**src/rtl/rob_pkg.sv**
```systemverilog
// Shared types and default constants for the reorder buffer.
// The entry record is sized by the package widths; AREG_W/DATA_W on the
// top level must not exceed ROB_AREG_W/ROB_DATA_W.
package rob_pkg;

  localparam int ROB_DEPTH          = 16;
  localparam int ROB_DISPATCH_WIDTH = 2;
  localparam int ROB_RETIRE_WIDTH   = 2;
  localparam int ROB_NUM_WB         = 2;
  localparam int ROB_AREG_W         = 5;
  localparam int ROB_DATA_W         = 32;

  typedef struct packed {
    logic                  valid;
    logic                  done;
    logic                  exc;
    logic                  wen;
    logic [ROB_AREG_W-1:0] areg;
    logic [ROB_DATA_W-1:0] data;
  } rob_entry_t;

endpackage

```
**src/rtl/rob_retire_select.sv**
```systemverilog
// Head-run selector: given entry status rotated so lane 0 is the head,
// returns how many consecutive entries can retire and whether the head
// holds a completed exception.
module rob_retire_select
  import rob_pkg::*;
#(
  parameter  int RETIRE_WIDTH = ROB_RETIRE_WIDTH,
  localparam int CNT_W        = $clog2(RETIRE_WIDTH + 1)
) (
  input  logic [RETIRE_WIDTH-1:0] valid_i,
  input  logic [RETIRE_WIDTH-1:0] done_i,
  input  logic [RETIRE_WIDTH-1:0] exc_i,
  output logic [CNT_W-1:0]        ret_cnt_o,
  output logic                    exc_at_head_o
);

  logic run_open;

  // Count the run of done, non-excepting entries; the first gap ends it.
  always_comb begin
    ret_cnt_o = '0;
    run_open  = 1'b1;
    for (int r = 0; r < RETIRE_WIDTH; r++) begin
      if (run_open && valid_i[r] && done_i[r] && !exc_i[r]) begin
        ret_cnt_o = ret_cnt_o + CNT_W'(1);
      end else begin
        run_open = 1'b0;
      end
    end
  end

  assign exc_at_head_o = valid_i[0] & done_i[0] & exc_i[0];

endmodule

```
**src/rtl/reorder_buffer.sv**
```systemverilog
// Reorder buffer: multi-lane in-order allocation, out-of-order writeback,
// in-order retirement of up to RETIRE_WIDTH entries per cycle, and a
// one-cycle flush when a completed exception reaches the head.
// Optional feature macro: ROB_WB_BYPASS_EN -- lets a writeback arriving this
// cycle complete a head-run entry and retire it in the same cycle.
module reorder_buffer
  import rob_pkg::*;
#(
  parameter  int DEPTH          = ROB_DEPTH,
  parameter  int DISPATCH_WIDTH = ROB_DISPATCH_WIDTH,
  parameter  int RETIRE_WIDTH   = ROB_RETIRE_WIDTH,
  parameter  int NUM_WB         = ROB_NUM_WB,
  parameter  int AREG_W         = ROB_AREG_W,
  parameter  int DATA_W         = ROB_DATA_W,
  localparam int TAG_W          = $clog2(DEPTH)
) (
  input  logic                             clk,
  input  logic                             rst,
  input  logic [DISPATCH_WIDTH-1:0]        disp_valid,
  input  logic [DISPATCH_WIDTH*AREG_W-1:0] disp_areg,
  input  logic [DISPATCH_WIDTH-1:0]        disp_wen,
  output logic                             disp_ready,
  output logic [DISPATCH_WIDTH*TAG_W-1:0]  disp_tag,
  input  logic [NUM_WB-1:0]                wb_valid,
  input  logic [NUM_WB*TAG_W-1:0]          wb_tag,
  input  logic [NUM_WB*DATA_W-1:0]         wb_data,
  input  logic [NUM_WB-1:0]                wb_exc,
  output logic [RETIRE_WIDTH-1:0]          ret_valid,
  output logic [RETIRE_WIDTH*AREG_W-1:0]   ret_areg,
  output logic [RETIRE_WIDTH*DATA_W-1:0]   ret_data,
  output logic [RETIRE_WIDTH-1:0]          ret_wen,
  output logic                             flush,
  output logic [TAG_W:0]                   count,
  output logic                             empty,
  output logic                             full
);

  localparam int CNT_W  = $clog2(RETIRE_WIDTH + 1);
  localparam int DCNT_W = $clog2(DISPATCH_WIDTH + 1);

  rob_entry_t         entry_q [DEPTH];
  rob_entry_t         entry_d [DEPTH];

  // Pointers carry a wrap bit above the index.
  logic [TAG_W:0]     head_q, head_d;
  logic [TAG_W:0]     tail_q, tail_d;
  logic [TAG_W:0]     count_q, count_d;
  logic               flush_q, flush_d;

  logic [TAG_W-1:0]   head_idx, tail_idx;
  logic [TAG_W-1:0]   alloc_idx [DISPATCH_WIDTH];
  logic [TAG_W-1:0]   ret_idx   [RETIRE_WIDTH];
  logic [TAG_W-1:0]   wb_tag_a  [NUM_WB];
  logic [DATA_W-1:0]  wb_data_a [NUM_WB];
  logic [NUM_WB-1:0]  wb_en;

  logic               space_ok;
  logic               accept;
  logic [DISPATCH_WIDTH-1:0] disp_fire;
  logic [DCNT_W-1:0]  n_disp;

  logic [RETIRE_WIDTH-1:0] sel_valid, sel_done, sel_exc;
  logic [DATA_W-1:0]  sel_data [RETIRE_WIDTH];
  logic [CNT_W-1:0]   n_ret_raw, n_ret;
  logic               exc_at_head;

  assign head_idx = head_q[TAG_W-1:0];
  assign tail_idx = tail_q[TAG_W-1:0];

  // Writebacks are dropped during the flush cycle.
  assign wb_en = wb_valid & {NUM_WB{~flush_q}};

  genvar gi;
  for (gi = 0; gi < NUM_WB; gi++) begin : g_wb
    assign wb_tag_a[gi]  = wb_tag[gi*TAG_W +: TAG_W];
    assign wb_data_a[gi] = wb_data[gi*DATA_W +: DATA_W];
  end

  // Dispatch credit comes from registered count only; no same-cycle retire credit.
  assign space_ok = ({1'b0, count_q} + (TAG_W+2)'(DISPATCH_WIDTH)) <= (TAG_W+2)'(DEPTH);
  assign accept   = space_ok && !flush_q && !rst;
  assign disp_ready = rst || (space_ok && !flush_q);

  for (gi = 0; gi < DISPATCH_WIDTH; gi++) begin : g_disp
    assign alloc_idx[gi]                  = tail_idx + TAG_W'(gi);
    assign disp_tag[gi*TAG_W +: TAG_W]    = alloc_idx[gi];
    assign disp_fire[gi]                  = accept & disp_valid[gi];
  end

  // Number of lanes allocated this cycle (lanes are contiguous from 0).
  always_comb begin
    n_disp = '0;
    for (int l = 0; l < DISPATCH_WIDTH; l++) begin
      if (disp_fire[l]) n_disp = n_disp + DCNT_W'(1);
    end
  end

  for (gi = 0; gi < RETIRE_WIDTH; gi++) begin : g_ret_idx
    assign ret_idx[gi] = head_idx + TAG_W'(gi);
  end

  // Gather head-run status; with the bypass, same-cycle writebacks complete entries.
  always_comb begin
    for (int r = 0; r < RETIRE_WIDTH; r++) begin
      sel_valid[r] = entry_q[ret_idx[r]].valid;
      sel_done[r]  = entry_q[ret_idx[r]].done;
      sel_exc[r]   = entry_q[ret_idx[r]].exc;
      sel_data[r]  = DATA_W'(entry_q[ret_idx[r]].data);
`ifdef ROB_WB_BYPASS_EN
      for (int p = 0; p < NUM_WB; p++) begin
        if (wb_en[p] && entry_q[ret_idx[r]].valid && (wb_tag_a[p] == ret_idx[r])) begin
          sel_done[r] = 1'b1;
          sel_exc[r]  = wb_exc[p];
          sel_data[r] = wb_data_a[p];
        end
      end
`endif
    end
  end

  rob_retire_select #(
    .RETIRE_WIDTH (RETIRE_WIDTH)
  ) u_retire_select (
    .valid_i       (sel_valid),
    .done_i        (sel_done),
    .exc_i         (sel_exc),
    .ret_cnt_o     (n_ret_raw),
    .exc_at_head_o (exc_at_head)
  );

  assign n_ret = (rst || flush_q) ? '0 : n_ret_raw;

  for (gi = 0; gi < RETIRE_WIDTH; gi++) begin : g_ret
    assign ret_valid[gi]                  = CNT_W'(gi) < n_ret;
    assign ret_areg[gi*AREG_W +: AREG_W]  = AREG_W'(entry_q[ret_idx[gi]].areg);
    assign ret_wen[gi]                    = entry_q[ret_idx[gi]].wen;
    assign ret_data[gi*DATA_W +: DATA_W]  = sel_data[gi];
  end

  // Entry next state: writeback, then retire-clear, then allocation.
  always_comb begin
    for (int e = 0; e < DEPTH; e++) entry_d[e] = entry_q[e];
    // Later ports overwrite earlier ones, so the highest port wins on duplicates.
    for (int p = 0; p < NUM_WB; p++) begin
      if (wb_en[p] && entry_q[wb_tag_a[p]].valid) begin
        entry_d[wb_tag_a[p]].done = 1'b1;
        entry_d[wb_tag_a[p]].exc  = wb_exc[p];
        entry_d[wb_tag_a[p]].data = ROB_DATA_W'(wb_data_a[p]);
      end
    end
    for (int r = 0; r < RETIRE_WIDTH; r++) begin
      if (CNT_W'(r) < n_ret) entry_d[ret_idx[r]].valid = 1'b0;
    end
    for (int l = 0; l < DISPATCH_WIDTH; l++) begin
      if (disp_fire[l]) begin
        entry_d[alloc_idx[l]].valid = 1'b1;
        entry_d[alloc_idx[l]].done  = 1'b0;
        entry_d[alloc_idx[l]].exc   = 1'b0;
        entry_d[alloc_idx[l]].wen   = disp_wen[l];
        entry_d[alloc_idx[l]].areg  = ROB_AREG_W'(disp_areg[l*AREG_W +: AREG_W]);
        entry_d[alloc_idx[l]].data  = '0;
      end
    end
  end

  // Entry storage; reset and flush only need to drop the valid bits.
  always_ff @(posedge clk) begin
    if (rst || flush_q) begin
      for (int e = 0; e < DEPTH; e++) entry_q[e].valid <= 1'b0;
    end else begin
      for (int e = 0; e < DEPTH; e++) entry_q[e] <= entry_d[e];
    end
  end

  // Pointer, occupancy and flush next state.
  always_comb begin
    head_d  = head_q + (TAG_W+1)'(n_ret);
    tail_d  = tail_q + (TAG_W+1)'(n_disp);
    count_d = count_q + (TAG_W+1)'(n_disp) - (TAG_W+1)'(n_ret);
    flush_d = exc_at_head;
  end

  // Control registers; a flush cycle empties the buffer at its closing edge.
  always_ff @(posedge clk) begin
    if (rst) begin
      head_q  <= '0;
      tail_q  <= '0;
      count_q <= '0;
      flush_q <= 1'b0;
    end else if (flush_q) begin
      head_q  <= '0;
      tail_q  <= '0;
      count_q <= '0;
      flush_q <= 1'b0;
    end else begin
      head_q  <= head_d;
      tail_q  <= tail_d;
      count_q <= count_d;
      flush_q <= flush_d;
    end
  end

  assign flush = flush_q && !rst;
  assign count = count_q;
  assign empty = rst || (head_q == tail_q);
  assign full  = !rst && (head_idx == tail_idx) && (head_q[TAG_W] != tail_q[TAG_W]);

endmodule

```
**config.mk**
```make
export PLATFORM = sky130hd
export DESIGN_NAME = reorder_buffer
export DESIGN_NICKNAME = d
export VERILOG_FILES = /design/src/rtl/rob_pkg.sv /design/src/rtl/rob_retire_select.sv /design/src/rtl/reorder_buffer.sv
export SDC_FILE = /design/constraint.sdc
export NUM_CORES = 2
export LEC_CHECK = 0
export BUFFER_PORTS_ARGS = -buffer_cell sky130_fd_sc_hd__buf_2
export CAP_MARGIN = 20
export CORE_MARGIN = 2
export CORE_UTILIZATION = 60
export CTS_CLUSTER_DIAMETER = 40
export DETAILED_ROUTE_END_ITERATION = 7
export MAX_ROUTING_LAYER = met4
export PLACE_DENSITY = 0.87
export SKIP_LAST_GASP = 1
export SLEW_MARGIN = 0
export SYNTH_ARGS = -nofsm -noshare
export SYNTH_HDL_FRONTEND = slang
export SYNTH_HIERARCHICAL = 1
export SYNTH_SLANG_ARGS = --single-unit
```
**constraint.sdc**
```tcl
create_clock -name clk -period 34 [get_ports clk]
set_clock_uncertainty 0.05 [all_clocks]
set_input_delay 5.1 -clock clk [delete_from_list [all_inputs] [get_ports clk]]
set_output_delay 5.1 -clock clk [all_outputs]
set_load 0.03 [all_outputs]
```
# Word level (Yosys, flattened, before mapping)
# Memory sizes are Yosys's and may differ from the RTL's. A register that Yosys moved wholly into a read port is not among the register bits.
# Index checks and enable logic that the tools add are counted.
dict set report op_classes {
  n_lt_le_gt_ge 15
  muxes 92
  n_eq_ne 3
  n_reduce_logical 26
  n_bitwise 28
  n_addsub 9
}
# operator n
set op_table {}
lappend op_table {{$bwmux 656} 20}
lappend op_table {{$mux 656} 6}
lappend op_table {{$demux 41 s4} 20}
lappend op_table {{$mux 41} 4}
lappend op_table {{$mux 40} 4}
lappend op_table {{$mux 39} 4}
lappend op_table {{$mux 32} 4}
lappend op_table {{$mux 38} 2}
lappend op_table {{$mux 37} 2}
lappend op_table {{$ge 5x5->1 const B} 6}
lappend op_table {{$lt 5x1->1 const B} 6}
lappend op_table {{$not 4->5} 6}
lappend op_table {{$mux 1} 22}
lappend op_table {{$logic_and 1x1->1} 18}
lappend op_table {{$or 1x1->1} 16}
lappend op_table {{$add 5x2->5} 3}
lappend op_table {{$add 4x1->4 const B} 2}
lappend op_table {{$add 5x2->6 const B} 1}
lappend op_table {{$le 6x5->1 const B} 1}
lappend op_table {{$mux 2} 3}
lappend op_table {{$eq 5x5->1} 1}
lappend op_table {{$sub 5x2->5} 1}
lappend op_table {{$add 2x1->2 const B} 2}
lappend op_table {{$and 1x1->1} 4}
lappend op_table {{9 further kinds} 15}
dict set report totals {
  mem_bits_rw 656
  out_inout_bits 95
  elab_cells 178
  memories 1
  input_bits 92
  reg_bits 16
}
# name depth word_bits read_ports rd_clocked_by_memory_dff write_ports line
set mem_list {}
lappend mem_list {entry_q 16 41 20 1 16 reorder_buffer.sv:41} ;# rob_entry_t entry_q [DEPTH];

# Logic depth before layout (Yosys ltp)
dict set report depth {
  depth_word 32
  ltp_mapped 25
}

# Modules after synthesis
# Netlist, hierarchy kept.
# module cells_per_inst instances seq_area_each_um2 area_each_um2
set modules_own_cells {}
lappend modules_own_cells {reorder_buffer 3757 1 19859.0 46779.9}
lappend modules_own_cells {rob_retire_select 6 1 0.0 43.8}

# Worst setup path before layout
# OpenSTA, ideal clock, no wires.
dict set report synth_path {
  kind {input-to-reg}
  from {input rst}
  to {memory entry_q[0][0] (netlist bit), enable pin}
  arrival_ns 23.129
  n_path_buf 3
  setup_time_ns 1.254
  path_stages 5
  slack_ns 9.567
  t_required_ns 32.696
  cell_sequence {or2_1 buf_6 clkinv_4 clkbuf_1 clkbuf_1}
}
# item line
set synth_rtl {}
lappend synth_rtl {{from (decl)} reorder_buffer.sv:18} ;# input logic rst,
lappend synth_rtl {{to (decl)} reorder_buffer.sv:41}

# Worst setup path after layout
dict set report layout_path {
  from {input rst}
  to {output ret_valid[1]}
}
dict set report layout_between {
  elab_chain_len 3
}
# item line
set layout_rtl {}
lappend layout_rtl {{$logic_or 1x1->1} reorder_buffer.sv:131} ;# assign n_ret = (rst || flush_q) ? '0 : n_ret_raw;
lappend layout_rtl {{$mux 2} reorder_buffer.sv:131}
lappend layout_rtl {{$lt 1x2->1} reorder_buffer.sv:134} ;# assign ret_valid[gi] = CNT_W'(gi) < n_ret;
lappend layout_rtl {{to (decl)} reorder_buffer.sv:28} ;# output logic [RETIRE_WIDTH-1:0] ret_valid,
# No other way between the ends.

==> impl.org <==
** Synthesis
- Post-synthesis cell type count :: a little over 70
- Number of enable flip-flop cells after synthesis :: 640
- The share of synthesized area in the top cell type comes to about two fifths.
- sky130_fd_sc_hd__edfxtp_1 is the most common cell in the netlist.
- Syn_area_per_cell :: 12.4 sq um
- Main area contributors after synthesis :: sky130_fd_sc_hd__edfxtp_1 (41%), sky130_fd_sc_hd__mux4_2 (20%), sky130_fd_sc_hd__mux2i_1 (10%), sky130_fd_sc_hd__a211oi_1 (7.2%), sky130_fd_sc_hd__nor2_1 (4.6%)
- Count of warnings emitted by yosys :: 6
- Sequential fraction of the synthesis area :: approximately 42%
- Leading register cell type out of synthesis :: sky130_fd_sc_hd__edfxtp_1
- In the synthesized netlist, the cells that appear most often are sky130_fd_sc_hd__edfxtp_1 (640), sky130_fd_sc_hd__nor2_1 (572), sky130_fd_sc_hd__mux2i_1 (473).
- The cell count after synthesis came out at between 3k and 4k.
- Counting flops with an async set or reset pin after synthesis yields a share of 0%.
- Mapped Nets :: 3886
- Library cell with the largest summed area after synthesis :: sky130_fd_sc_hd__edfxtp_1
- The synthesized design contains ~670 register bits.
- Cell area after synthesis :: 46800 sq um

** Global routing
- After global routing the overflow that remains totals 0.
- Via count of the first global-routing pass :: ~40k
- The first global-routing pass estimated ~260 mm of wire.
- Global routing used 44.2% of the available tracks.
- Number of antenna violations at the first check in global routing :: 40
- Maximum number of pins on one net before global-route repair :: 200

** Critical path
- Arrival time at the worst endpoint :: approximately 7.4 ns
- The startpoint identified for the worst register-to-register timing path is head_q[1]$_SDFF_PP0_.
- The worst register-to-register path ends at count[3]$_SDFF_PP0_.
- The critical path is of the primary input to primary output type.
- For the worst flop-to-flop path, the logic depth is 17.
- Cell chain of the critical path :: buf_2, or2_1, clkinv_16, nand2_1, inv_1, buf_2
- Cell repeated most along the worst path :: sky130_fd_sc_hd__buf_2
- Delay contributed by the slowest stage of the critical path :: between 0.7 and 0.8 ns
- The worst setup path is captured at a primary output.
- Of all nets on the critical path, the largest fanout is between 150 and 200.
- Reg-to-reg setup timing slack :: approximately 27 ns
- The slowest stage of the critical path is the sky130_fd_sc_hd__or2_1 cell.
- CP startpoint kind :: primary input
- Data required time at the worst endpoint :: 28.85 ns

** Placed design
- OpenSTA, run right after detailed placement, puts the worst setup slack at around 21 ns.
- The wire-length estimate of the detail-placed layout is between 80 and 90 mm.
- At the end of routability-driven placement, the weighted congestion stood at between 0.9 and 1.
- I/O Buffers :: around 190

** Hold path
- The min-delay analysis places its worst path in the category flop to flop.
- Launch point of the worst hold path :: tail_q[4]$_SDFF_PP0_
- The worst hold path was traced through 2 stages.
- For hold timing, the worst endpoint is tail_q[4]$_SDFF_PP0_.

** Timing
- Timing would allow up to slightly below 0.08 GHz.
- Final setup violation count :: 0
- Final hold analysis gives a worst-case slack of between 0.4 and 0.5 ns.
- For the pin with the worst max-slew slack, the measured transition is about 1.4 ns.
- Measured against its own limit, the worst slew margin works out to 6.99%.
- The final-report max-slew violation count is 0.
- Setup repair after global routing missed its margin :: no
- Slack of the critical path :: 21.43 ns
- Period utilization :: between 30% and 40%
- Adding up every negative setup slack in the final design gives 0 ns.
- Final hold viol count :: 0
- The worst path needs ~13 ns of the cycle, external delays included.

** Detailed routing
- After detailed routing, the average wire length per cell comes to roughly 37 microns.
- Via count :: approximately 40k
- Count of nets left with antenna violations after detail routing :: 0
- In the routed layout, each cell is associated on average with a via count of 8.25.
- The first routing iteration left between 9k and 10k violations.
- The first detailed-routing pass ran for 8 iterations.
- For this run, design rule violations remaining after detail routing come to 12.
- Wires add up to 176 mm.

** Clocking
- The later pin in the worst-skew pair is clocked with a latency of approximately 0.70 ns.
- TritonCTS built the clock tree.
- The H-tree was split into 3 levels.
- Post-CTS Hold Fix Bufs :: 0
- Setup Buffers After CTS :: 0
- In this run, CTS created clock tree buffers numbering 102.
- Clock tree sinks :: roughly 670
- CTS Root Cell :: sky130_fd_sc_hd__clkbuf_16
- Clock-pin slew was measured on the worst setup and hold paths at around 0.040 ns.
- Max Buffers Root-to-Sink :: 3
- In this run, post-CTS repair resized a total of 0 instances.

** Pwr
- Switching component of the power :: 780 uW
- The analysis attributes to cell leakage a power of between 15 and 20 nW.
- Sequential share of power :: between 40% and 50%
- Across the VDD grid, the largest voltage drop is between 0.00004 and 0.00005 V.
- Fraction of power spent switching nets :: between 20% and 30%
- Post-layout total power :: approximately 2.7 mW
- In this run, the combinational gates consume between 10% and 20% of the power.
- Power per unit of standard cell area :: around 50 nW/um^2
- Of the total power, the clock network draws a little over two fifths.
- Internal power consumption :: roughly 1.9 mW

** Final layout
- After the last flow step, the layout net total stands at 3777.
- Area of combinational cells with multiple inputs :: ~25000 sq um
- After filler insertion, the fill cell instance count of the layout stands at 4930.
- Footprint of the flip-flops and latches :: 19900 sq um
- Synthesis-to-finish area growth :: 10.8%
- At the end of the flow the core is filled with cells to 67.1%.
- Of the cells placed in the final design, the portion with a size suffix greater than 1 is a little under 30%.

** Floorplan
- DIE AREA :: around 80000 sq um
- Pin placement for this block handled roughly 190 I/O pins.
- Area of the placeable core :: ~77000 sq um
- Die X :: ~280 microns
- The die is between 200 and 300 microns tall.
- After floorplanning, the core was divided into between 100 and 150 placement rows.
- Starting density of the core :: ~61%

** Status
- The run finished, with violations left.
- Violations in the final reports :: DRC

** Run
- Across the run, the number of max-cap violations was 0.
==> worst max-delay path by stage <==
| stage | start | to | slack (ns) |
|---|---|---|---|
| finish | rst | ret_valid[1] | 21.43 |
| global route | rst | ret_valid[1] | 21.19 |
| CTS | rst | ret_valid[1] | 21.42 |
| detailed placement | rst | ret_valid[1] | 21.42 |
| global placement | rst | ret_valid[1] | 21.45 |
| floorplan | rst | entry_q[0][0]$_DFFE_PN_ | 9.57 |
==> per-stage QoR <==
step | instance area, sq um | std cells
final | 51900 | 4822
after global routing | 51800 | 4817
after CTS | 51600 | 4767
after detailed placement | 48000 | 4579
after global placement | 48000 | 4579
after floorplan | 46800 | 3763
==> power by group through the flow <==
stage	clock network, mW	logic, mW	registers [mW]
final	1.11	0.466	1.07
after global routing	1.14	0.478	1.08
after CTS	1.10	0.442	1.07
after detailed placement	0	0.435	1.08
after global placement	0	0.420	1.07
after floorplan	0	0.317	1.09
==> routing by layer <==
metal | vias up | part of all wire [%] | global-route usage [%]
met3 | 1501 | 20 | 22.8
li1 | 14800 | - | -
met1 | 18700 | 29 | 49.9
met5 | - | 0 | -
met2 | 4806 | 41 | 59.4
met4 | 0 | 9.5 | 32.9
==> placed cells by master (no fill, tap or decap), types with 7 or more instances in the layout <==
cell	Yosys	routed
sky130_fd_sc_hd__edfxtp_1	640	640
sky130_fd_sc_hd__nor2_1	572	572
sky130_fd_sc_hd__mux2i_1	473	473
sky130_fd_sc_hd__a211oi_1	447	447
sky130_fd_sc_hd__mux4_2	410	410
sky130_fd_sc_hd__buf_2	101	186
sky130_fd_sc_hd__mux2_2	179	179
sky130_fd_sc_hd__clkbuf_16	0	104
sky130_fd_sc_hd__nand2_1	84	81
sky130_fd_sc_hd__a21oi_1	52	52
sky130_fd_sc_hd__buf_4	14	51
sky130_fd_sc_hd__nor3_1	48	48
sky130_fd_sc_hd__diode_2	0	44
sky130_fd_sc_hd__inv_1	39	39
sky130_fd_sc_hd__o22ai_1	33	33
sky130_fd_sc_hd__dfxtp_1	32	28
sky130_fd_sc_hd__ha_1	27	26
sky130_fd_sc_hd__o21ai_0	22	22
sky130_fd_sc_hd__nand4_1	20	20
sky130_fd_sc_hd__inv_6	0	19
sky130_fd_sc_hd__a311oi_1	16	16
sky130_fd_sc_hd__o21a_1	16	16
sky130_fd_sc_hd__clkinv_2	0	15
sky130_fd_sc_hd__nand3_1	29	14
sky130_fd_sc_hd__bufinv_16	0	14
sky130_fd_sc_hd__nand3_4	0	13
sky130_fd_sc_hd__and2_1	11	10
sky130_fd_sc_hd__nor2b_1	10	10
sky130_fd_sc_hd__o21ai_4	0	10
sky130_fd_sc_hd__clkinv_4	1	10
sky130_fd_sc_hd__or4_1	9	9
sky130_fd_sc_hd__xor2_1	8	8
sky130_fd_sc_hd__a221oi_1	8	8
sky130_fd_sc_hd__clkbuf_1	273	8
sky130_fd_sc_hd__clkinvlp_4	0	7
==> flip-flops by register name, indices dropped and copies added, names as in the netlist <==
| signal | flops |
|---|---|
| count | 5 |
| tail_q | 5 |
| entry_q | 656 |
| head_q | 5 |
| flush_q | 1 |
==> cell type report <==
type                    instances  share of cell area, %
multi-input cells            2588                   48.8
flip-flops and latches        672                   38.3
clock buffers                 112                   5.08
repair buffers                250                   3.05
well taps                    1040                   2.51
clock inverters                76                   1.72
inverters                      40                  0.340
diodes                         44                  0.212
==> critical path: cells and delay by family <==
family | cells | cell delay (ns)
and+or+nand+nor | 2 | 1.08
buffers and inverters | 4 | 1.18
==> kinds of logic after synthesis <==
kind of cell	Yosys count	synth area share, %
AO/OA/AOI/OAI	635	9.81
adder cells (fa/ha/maj)	31	0.892
flip-flops	672	42.4
multiplexers	1070	34.4
buffers and inverters	503	4.47
AND/OR/NAND/NOR	837	7.75
XOR/XNOR	15	0.281
Power figures use the tool's default switching activity.
